File: config.mk
export PLATFORM = sky130hd
export DESIGN_NAME = ps2_receiver
export DESIGN_NICKNAME = d
export VERILOG_FILES = /design/src/rtl/ps2_pkg.sv /design/src/rtl/ps2_line_filter.sv /design/src/rtl/ps2_receiver.sv
export SDC_FILE = /design/constraint.sdc
export NUM_CORES = 1
export LEC_CHECK = 0
export CAP_MARGIN = 30
export CORE_ASPECT_RATIO = 1.4
export CORE_MARGIN = 10
export CORE_UTILIZATION = 60
export CTS_CLUSTER_DIAMETER = 150
export DETAILED_ROUTE_END_ITERATION = 7
export HOLD_SLACK_MARGIN = 0.12
export PLACE_DENSITY = 0.82
export SLEW_MARGIN = 20
export SYNTH_ARGS = -nofsm -noshare
export SYNTH_HDL_FRONTEND = slang
export SYNTH_SLANG_ARGS = --single-unit
File: constraint.sdc
create_clock -name clk -period 4.15 [get_ports clk]
set_input_delay 0.6225 -clock clk [delete_from_list [all_inputs] [get_ports clk]]
set_output_delay 0.6225 -clock clk [all_outputs]
set_load 0.01 [all_outputs]
File: src/rtl/ps2_pkg.sv
// rtl/ps2_pkg.sv - shared states and byte constants for the PS/2 receiver
package ps2_pkg;

  typedef enum logic [1:0] {
    IDLE,
    DATA,
    PARITY,
    STOP
  } ps2_state_t;

  localparam logic [7:0] PREFIX_EXT  = 8'hE0;
  localparam logic [7:0] PREFIX_BRK  = 8'hF0;
  localparam logic [7:0] BYTE_ERR0   = 8'h00;
  localparam logic [7:0] BYTE_BAT_OK = 8'hAA;
  localparam logic [7:0] BYTE_ECHO   = 8'hEE;
  localparam logic [7:0] BYTE_ACK    = 8'hFA;
  localparam logic [7:0] BYTE_RESEND = 8'hFE;
  localparam logic [7:0] BYTE_ERR1   = 8'hFF;

  // Device status/control replies that never denote a key
  function automatic logic is_non_key(input logic [7:0] b);
    return (b == BYTE_ERR0) || (b == BYTE_BAT_OK) || (b == BYTE_ECHO) ||
           (b == BYTE_ACK) || (b == BYTE_RESEND) || (b == BYTE_ERR1);
  endfunction

endpackage

File: src/rtl/ps2_line_filter.sv
// rtl/ps2_line_filter.sv - pin synchronisers and ps2_clk glitch filter
module ps2_line_filter #(
  parameter int FILTER_LEN = 8
) (
  input  logic clk,
  input  logic rst,
  input  logic ps2_clk,
  input  logic ps2_dat,
  output logic dat_s,
  output logic fall
);

  localparam int CW = (FILTER_LEN > 1) ? $clog2(FILTER_LEN) : 1;
  localparam logic [CW-1:0] CNT_LAST = CW'(FILTER_LEN - 1);

  logic [1:0]    clk_sync;
  logic [1:0]    dat_sync;
  logic          level;
  logic [CW-1:0] cnt;

  assign dat_s = dat_sync[1];

  // level only follows the synced clock after FILTER_LEN disagreeing samples in a row
  always_ff @(posedge clk or posedge rst) begin
    if (rst) begin
      clk_sync <= 2'b11;
      dat_sync <= 2'b11;
      level    <= 1'b1;
      cnt      <= '0;
      fall     <= 1'b0;
    end else begin
      clk_sync <= {clk_sync[0], ps2_clk};
      dat_sync <= {dat_sync[0], ps2_dat};
      fall     <= 1'b0;
      if (clk_sync[1] == level) begin
        cnt <= '0;
      end else if (cnt == CNT_LAST) begin
        level <= clk_sync[1];
        cnt   <= '0;
        fall  <= level;
      end else begin
        cnt <= cnt + 1'b1;
      end
    end
  end

endmodule

File: src/rtl/ps2_receiver.sv
// rtl/ps2_receiver.sv - PS/2 device-to-host deframer with E0/F0 key-event decode
module ps2_receiver
  import ps2_pkg::*;
#(
  parameter int FILTER_LEN     = 8,
  parameter int TIMEOUT_CYCLES = 10000
) (
  input  logic       clk,
  input  logic       rst,
  input  logic       ps2_clk,
  input  logic       ps2_dat,
  output logic [7:0] byte_data,
  output logic       byte_valid,
  output logic       err_parity,
  output logic       err_frame,
  output logic [7:0] key_code,
  output logic       key_ext,
  output logic       key_break,
  output logic       key_valid
);

  localparam int TW = $clog2(TIMEOUT_CYCLES);
  localparam logic [TW-1:0] TO_LAST = TW'(TIMEOUT_CYCLES - 1);

  logic dat_s;
  logic fall;

  ps2_line_filter #(.FILTER_LEN(FILTER_LEN)) u_filter (
    .clk     (clk),
    .rst     (rst),
    .ps2_clk (ps2_clk),
    .ps2_dat (ps2_dat),
    .dat_s   (dat_s),
    .fall    (fall)
  );

  ps2_state_t    state, state_next;
  logic [2:0]    bit_cnt;
  logic [7:0]    shift;
  logic          parity_bit;
  logic [TW-1:0] to_cnt;
  logic          ext_pend, brk_pend;

  logic timeout_hit, frame_ok, frame_par_err, frame_stop_err;

  always_comb begin
    state_next     = state;
    frame_ok       = 1'b0;
    frame_par_err  = 1'b0;
    frame_stop_err = 1'b0;
    timeout_hit    = (state != IDLE) && !fall && (to_cnt == TO_LAST);
    case (state)
      IDLE:    if (fall && !dat_s) state_next = DATA;
      DATA:    if (fall && bit_cnt == 3'd7) state_next = PARITY;
      PARITY:  if (fall) state_next = STOP;
      STOP: begin
        if (fall) begin
          state_next = IDLE;
          // odd parity over data plus parity bit; parity error outranks a bad stop bit
          if (!(^{shift, parity_bit})) frame_par_err  = 1'b1;
          else if (!dat_s)             frame_stop_err = 1'b1;
          else                         frame_ok       = 1'b1;
        end
      end
      default: state_next = IDLE;
    endcase
    if (timeout_hit) state_next = IDLE;
  end

  always_ff @(posedge clk or posedge rst) begin
    if (rst) begin
      state      <= IDLE;
      bit_cnt    <= 3'd0;
      shift      <= 8'h00;
      parity_bit <= 1'b0;
      to_cnt     <= '0;
      byte_data  <= 8'h00;
      byte_valid <= 1'b0;
      err_parity <= 1'b0;
      err_frame  <= 1'b0;
    end else begin
      state      <= state_next;
      byte_valid <= frame_ok;
      err_parity <= frame_par_err;
      err_frame  <= frame_stop_err | timeout_hit;
      if (frame_ok) byte_data <= shift;
      if (fall || state == IDLE)  to_cnt <= '0;
      else if (to_cnt != TO_LAST) to_cnt <= to_cnt + 1'b1;
      if (fall) begin
        case (state)
          IDLE:    bit_cnt <= 3'd0;
          DATA: begin
            shift   <= {dat_s, shift[7:1]};
            bit_cnt <= bit_cnt + 3'd1;
          end
          PARITY:  parity_bit <= dat_s;
          default: ;
        endcase
      end
    end
  end

  always_ff @(posedge clk or posedge rst) begin
    if (rst) begin
      key_code  <= 8'h00;
      key_ext   <= 1'b0;
      key_break <= 1'b0;
      key_valid <= 1'b0;
      ext_pend  <= 1'b0;
      brk_pend  <= 1'b0;
    end else begin
      key_valid <= 1'b0;
      if (err_parity || err_frame) begin
        ext_pend <= 1'b0;
        brk_pend <= 1'b0;
      end else if (byte_valid) begin
        if (byte_data == PREFIX_EXT) begin
          ext_pend <= 1'b1;
        end else if (byte_data == PREFIX_BRK) begin
          brk_pend <= 1'b1;
        end else if (!is_non_key(byte_data)) begin
          key_code  <= byte_data;
          key_ext   <= ext_pend;
          key_break <= brk_pend;
          key_valid <= 1'b1;
          ext_pend  <= 1'b0;
          brk_pend  <= 1'b0;
        end
      end
    end
  end

endmodule

# Yosys cells after proc, flatten, opt, wreduce, memory -nomap -nowiden
# Cells that the tools add are included.
[classes] n_addsub=3 eq_ne=23 n_mux=38 bitwise_logic=6 reduce_logical=28
[ops] operator="$eq 8x8->1 const B" n=7
[ops] operator="$mux 14" n=2
[ops] operator="$mux 1" n=27
[ops] operator="$ne 3x3->1 const B" n=5
[ops] operator="$add 14x1->14 const B" n=1
[ops] operator="$eq 14x14->1 const B" n=1
[ops] operator="$ne 14x14->1 const B" n=1
[ops] operator="$mux 2" n=5
[ops] operator="$reduce_xor 9->1" n=1
[ops] operator="$logic_not 8->1" n=1
[ops] operator="$pmux 2 s4" n=1
[ops] operator="$reduce_and 2->1" n=4
[ops] operator="$reduce_bool 2->1" n=4
[ops] operator="$logic_or 1x1->1" n=7
[ops] operator="$add 3x1->3 const B" n=2
[ops] operator="$eq 3x3->1 const B" n=2
[ops] operator="$mux 3" n=2
[ops] operator="$ne 3x2->1 const B" n=2
[ops] operator="$pmux 3 s2" n=1
[ops] operator="$reduce_and 3->1" n=2
[ops] operator="$not 1->1" n=5
[ops] operator="$reduce_and 5->1" n=1
[ops] operator="$eq 2x2->1 const B" n=2
[ops] operator="$logic_and 1x1->1" n=4
[ops] operator="7 further kinds" n=8
[totals] register_bits=61 inputBits=4 out_inout_bits=22 word_cells=118

# Depth between registers and ports, before layout
[logic_depth] word_depth=11 depth_mapped=7 mapped_depth_nobuf=6

# By module
# From an unflattened synthesis, not the netlist that was laid out.
[hier_totals] hier_cells=231 area_unflattened_um2=2761.4
[modules_own_cells] module="ps2_receiver" n_inst=1 cells_per_inst=213 area_per_inst_um2=2446.1
[modules_own_cells] module="ps2_line_filter" n_inst=1 cells_per_inst=18 area_per_inst_um2=315.3

# Worst setup path after synthesis
# OpenSTA, ideal clock, no wires.
[synth_path] kind="register to register" from="register byte_data[6]" to="register key_break" t_arrival_ps=1758 required_ps=4025 slack_ps=2267 path_stages_with_launch=7 n_path_buf=1 path_cell_list="dfrtp_1 -> and3_1 -> o21ai_0 -> nand2_1 -> nor4_1 -> buf_2 -> mux2_2"
[synth_between] elab_chain_len=8 word_cells_on_any_way=17 classes_between="7 x eq/ne; 3 x bitwise; 7 x reduce/logical"
[synth_lines] element="start: declaration" line="ps2_receiver.sv:12" text="output logic [7:0] byte_data,"
[synth_lines] element="start signal: assignment" line="ps2_receiver.sv:86" text="if (frame_ok) byte_data <= shift;"
[synth_lines] element="$eq 8x8->1 / $logic_not 8->1 (equally long branches)" line="ps2_pkg.sv:22" text="return (b == BYTE_ERR0) || (b == BYTE_BAT_OK) || (b == BYTE_ECHO) ||"
[synth_lines] element="$logic_or 1x1->1 (3 in series)" line="ps2_pkg.sv:22"
[synth_lines] element="$logic_or 1x1->1 (2 in series)" line="ps2_pkg.sv:23" text="(b == BYTE_ACK) || (b == BYTE_RESEND) || (b == BYTE_ERR1);"
[synth_lines] element="$not 1->1 (no line)"
[synth_lines] element="$reduce_and 5->1 (no line) (*)"
[synth_lines] element="end signal: assignment" line="ps2_receiver.sv:124" text="key_break <= brk_pend;"
[synth_lines] element="end: declaration" line="ps2_receiver.sv:18" text="output logic key_break,"
# Every way passes the cells marked *; elsewhere a longest branch is shown, timed or not.
# A chain may end at the register's enable or synchronous reset.

# Worst setup path in the final report
[layout_path] from="register byte_data[6]" to="register key_code[0]"
[layout_between] elab_chain_len=8 word_cells_on_any_way=17 classes_between="7 x eq/ne; 3 x bitwise; 7 x reduce/logical"
[layout_lines] element="$eq 8x8->1 / $logic_not 8->1 (equally long branches)" line="ps2_pkg.sv:22"
[layout_lines] element="$logic_or 1x1->1 (3 in series)" line="ps2_pkg.sv:22"
[layout_lines] element="$logic_or 1x1->1 (2 in series)" line="ps2_pkg.sv:23"
[layout_lines] element="$not 1->1 (no line)"
[layout_lines] element="$reduce_and 5->1 (no line) (*)"
[layout_lines] element="end signal: assignment" line="ps2_receiver.sv:122" text="key_code <= byte_data;"
[layout_lines] element="end: declaration" line="ps2_receiver.sv:16" text="output logic [7:0] key_code,"
# Marks and branches as above.

==> impl_metrics.json <==
{
  "drt_iter0_markers": 118,
  "vdd_ir_drop_max_uv": 431.1,
  "maxCapViolCount": 0,
  "max_stage_delay_ns": 0.46,
  "synth_edf_count": 0,
  "hold_viol_final": 0,
  "slew_viol_final": 0,
  "vias_per_cell": 5.631,
  "num_vias": 1768,
  "path_buf_inv": 1,
  "dr.max_layer_used": "met4",
  "fin_util": 0.7509,
  "die_w_um": 76.47,
  "grt_usage": 0.1406,
  "clock_skew_ns": 0.01011,
  "synth_cell_types": 39,
  "place_inst": 298,
  "syn_inst": 215,
  "numCtsBuffers": 9,
  "rows": 28,
  "grt_max_degree": 39,
  "slowest_stage": "dfrtp_1",
  "dieHeight_um": 99.06,
  "cts_tree": "yes",
  "drtAntennaViolNets": 0,
  "pin_count": 26,
  "dpl_cell_area_um2": 3007,
  "min_path_type": "flip-flop to flip-flop",
  "clock_latency_ns": 0.34,
  "fin_crit_sh": 0.5128,
  "antenna_found_initial": 0,
  "max_freq_ghz": 0.4699,
  "synth_area_leaders": "dfrtp_1 (52%), mux2_2 (11%), dfstp_2 (4.9%)",
  "nets": 262,
  "synth_area_leader_cell": "dfrtp_1",
  "htreeDepth": 3,
  "layout-drive-gt1-share": 0.2087,
  "core_area_um2": 4274,
  "clk_pin_slew_ns": 0.07,
  "post-cts-setup-buffers": 0,
  "postSynth.asyncResetShare": 1.000,
  "cts_resized": 0,
  "post_drt_wl_per_cell_um": 15.33,
  "dieArea_um2": 7575,
  "synth_most_common_cell": "dfrtp_1",
  "initial_utilization": 0.6268,
  "outcome": "complete, no violations",
  "ys_seq_area_frac": 0.5722,
  "grt_pass1_vias": 1895,
  "cts_hold_buf": 0,
  "drt_drc_violations_left": 0,
  "tightest_slew_ns": 0.7620,
  "endpoint_kind": "flip-flop",
  "setup_violations": 0,
  "ys_seq_elements": 61,
  "holdWs_ns": 0.3554,
  "design_area_um2": 3209,
  "netlist_area_um2": 2679,
  "fin_cells": 314,
  "synth-main-ff-cell": "dfrtp_1",
  "diodes": 0,
  "routed_wl_um": 4815,
  "crit_family": "simple AND/OR/NAND/NOR gates",
  "yosysWarnings": 0,
  "cp_max_fo": 8,
  "grt_remaining_overflow": 0,
  "met2_length_um": 2450,
  "synth_top_area_frac": 0.5231,
  "p_leak_nw": 1.510,
  "fin_setup_tns_ns": 0,
  "critPathLaunchType": "flip-flop",
  "yosys-top-cells-count": "dfrtp_1 (56), mux2_2 (26), nor2_1 (14)",
  "clock_path_buffers": 2,
  "crit_arrival_ns": 2.35,
  "power_density_nw_per_um2": 439.8,
  "crit_chain": "and3_1 > o21ai_0 > nand2_1 > nor4_2 > buf_2 > mux2_2",
  "cts_sinks": 61,
  "port_buffers": 25,
  "slew_headroom": 0.4913,
  "wl_met1_um": 1900,
  "hpwlAfterDp_um": 3519,
  "met3_length_um": 339,
  "place_congestion": 0.7878,
  "drtPass1Iterations": 4,
  "area_growth_pct": 19.80,
  "rsz0062_at_grt": "false",
  "synth_fp_nets": 228,
  "grt_pass1_wl_um": 8659,
  "syn_area_per_cell_um2": 12.46,
  "min_period_ns": 2.128,
  "critPathKind": "flip-flop to flip-flop",
  "required_ns": 4.37,
  "root_buffer": "clkbuf_8"
}
registers in the layout, indices dropped and copies added, names as in the netlist:
| signal | cells |
|---|---|
| byte_valid | 1 |
| bit_cnt | 3 |
| u_filter.fall | 1 |
| shift | 8 |
| err_frame | 1 |
| err_parity | 1 |
| parity_bit | 1 |
| to_cnt | 14 |
| key_ext | 1 |
| u_filter.dat_sync | 2 |
| byte_data | 8 |
| key_code | 8 |
| ext_pend | 1 |
| state | 2 |
| key_valid | 1 |
| key_break | 1 |
| u_filter.level | 1 |
| brk_pend | 1 |
| u_filter.clk_sync | 2 |
| u_filter.cnt | 3 |
worst paths after layout:
kind,from,endpoint,slack (ns),cells past startpoint
max in group asynchronous,rst,u_filter.dat_sync[1]$_DFF_PP1_,2.55,3
hold reg to reg,u_filter.dat_sync[0]$_DFF_PP1_,u_filter.dat_sync[1]$_DFF_PP1_,0.36,0
setup reg to reg,byte_data[6]$_DFFE_PP0P_,key_code[0]$_DFFE_PP0P_,2.02,6
min in group asynchronous,rst,byte_data[3]$_DFFE_PP0P_,0.74,2
hold / removal,u_filter.dat_sync[0]$_DFF_PP1_,u_filter.dat_sync[1]$_DFF_PP1_,0.36,0
setup / recovery,byte_data[6]$_DFFE_PP0P_,key_code[0]$_DFFE_PP0P_,2.02,6
layout make-up:
class,count,area [um^2]
clock buffers,12,155.1
clock inverters,4,47.55
fillers,315,1065
inverters,7,26.28
multi-input cells,143,1110
flip-flops and latches,61,1533
well taps,60,75.07
repair buffers,27,262.8
per-layer routing:
layer,vias up,track usage
li1,839,-
met3,11,0.04000
met1,870,0.1407
met5,-,0
met4,0,0.1004
met2,48,0.2454
where the power goes:
part,leakage (nW),internal (mW),total [mW],switching (mW)
logic,0.581,0.0817,0.204,0.122
registers,0.826,0.643,0.679,0.0364
clock network,0.102,0.308,0.528,0.220
total,1.51,1.03,1.41,0.379
per-stage QoR:
| stage | setup WS [ns] | power (mW) |
|---|---|---|
| 2_1_floorplan | 2.023 | 0.8429 |
| 3_3_place_gp | 1.798 | 0.8766 |
| 3_5_place_dp | 2.019 | 0.8910 |
| 4_1_cts | 2.013 | 1.425 |
| 5_1_grt | 1.902 | 1.482 |
| 6_report | 2.022 | 1.411 |
cells in the final DEF, fill, tap and decap left out, types with 2 or more instances in the layout:
cell             Yosys  routed
dfrtp_1             56      56
a31oi_1              3       3
inv_1                7       6
o32ai_1              2       2
nand2b_1             2       2
mux2_2              26      26
nand2_1              9       9
xnor2_1             10      10
and3_1               4       4
nand4_1              5       5
nor2_1              14      14
and2_1               2       2
o21ai_0             11      11
a32o_1               2       2
nor4_1               4       3
nor3_1               2       2
a21oi_1              3       3
o211ai_1             2       2
nor2b_1              3       3
ha_1                 9       9
a211oi_1             2       2
clkinv_2             0       2
nand3_1              8       8
xor2_1               7       7
dfstp_2              5       5
clkbuf_8             0      11
clkdlybuf4s50_1      0      25
logic make-up after synthesis:
family / after synthesis / synth area share
flops: 61 / 0.5722
mux: 27 / 0.1130
buf+inv: 11 / 0.01588
fa+ha+maj: 9 / 0.04204
compound gates: 29 / 0.06959
xor+xnor: 18 / 0.06445
simple gates: 60 / 0.1228
Note: power is estimated with default switching activity, not from simulation.
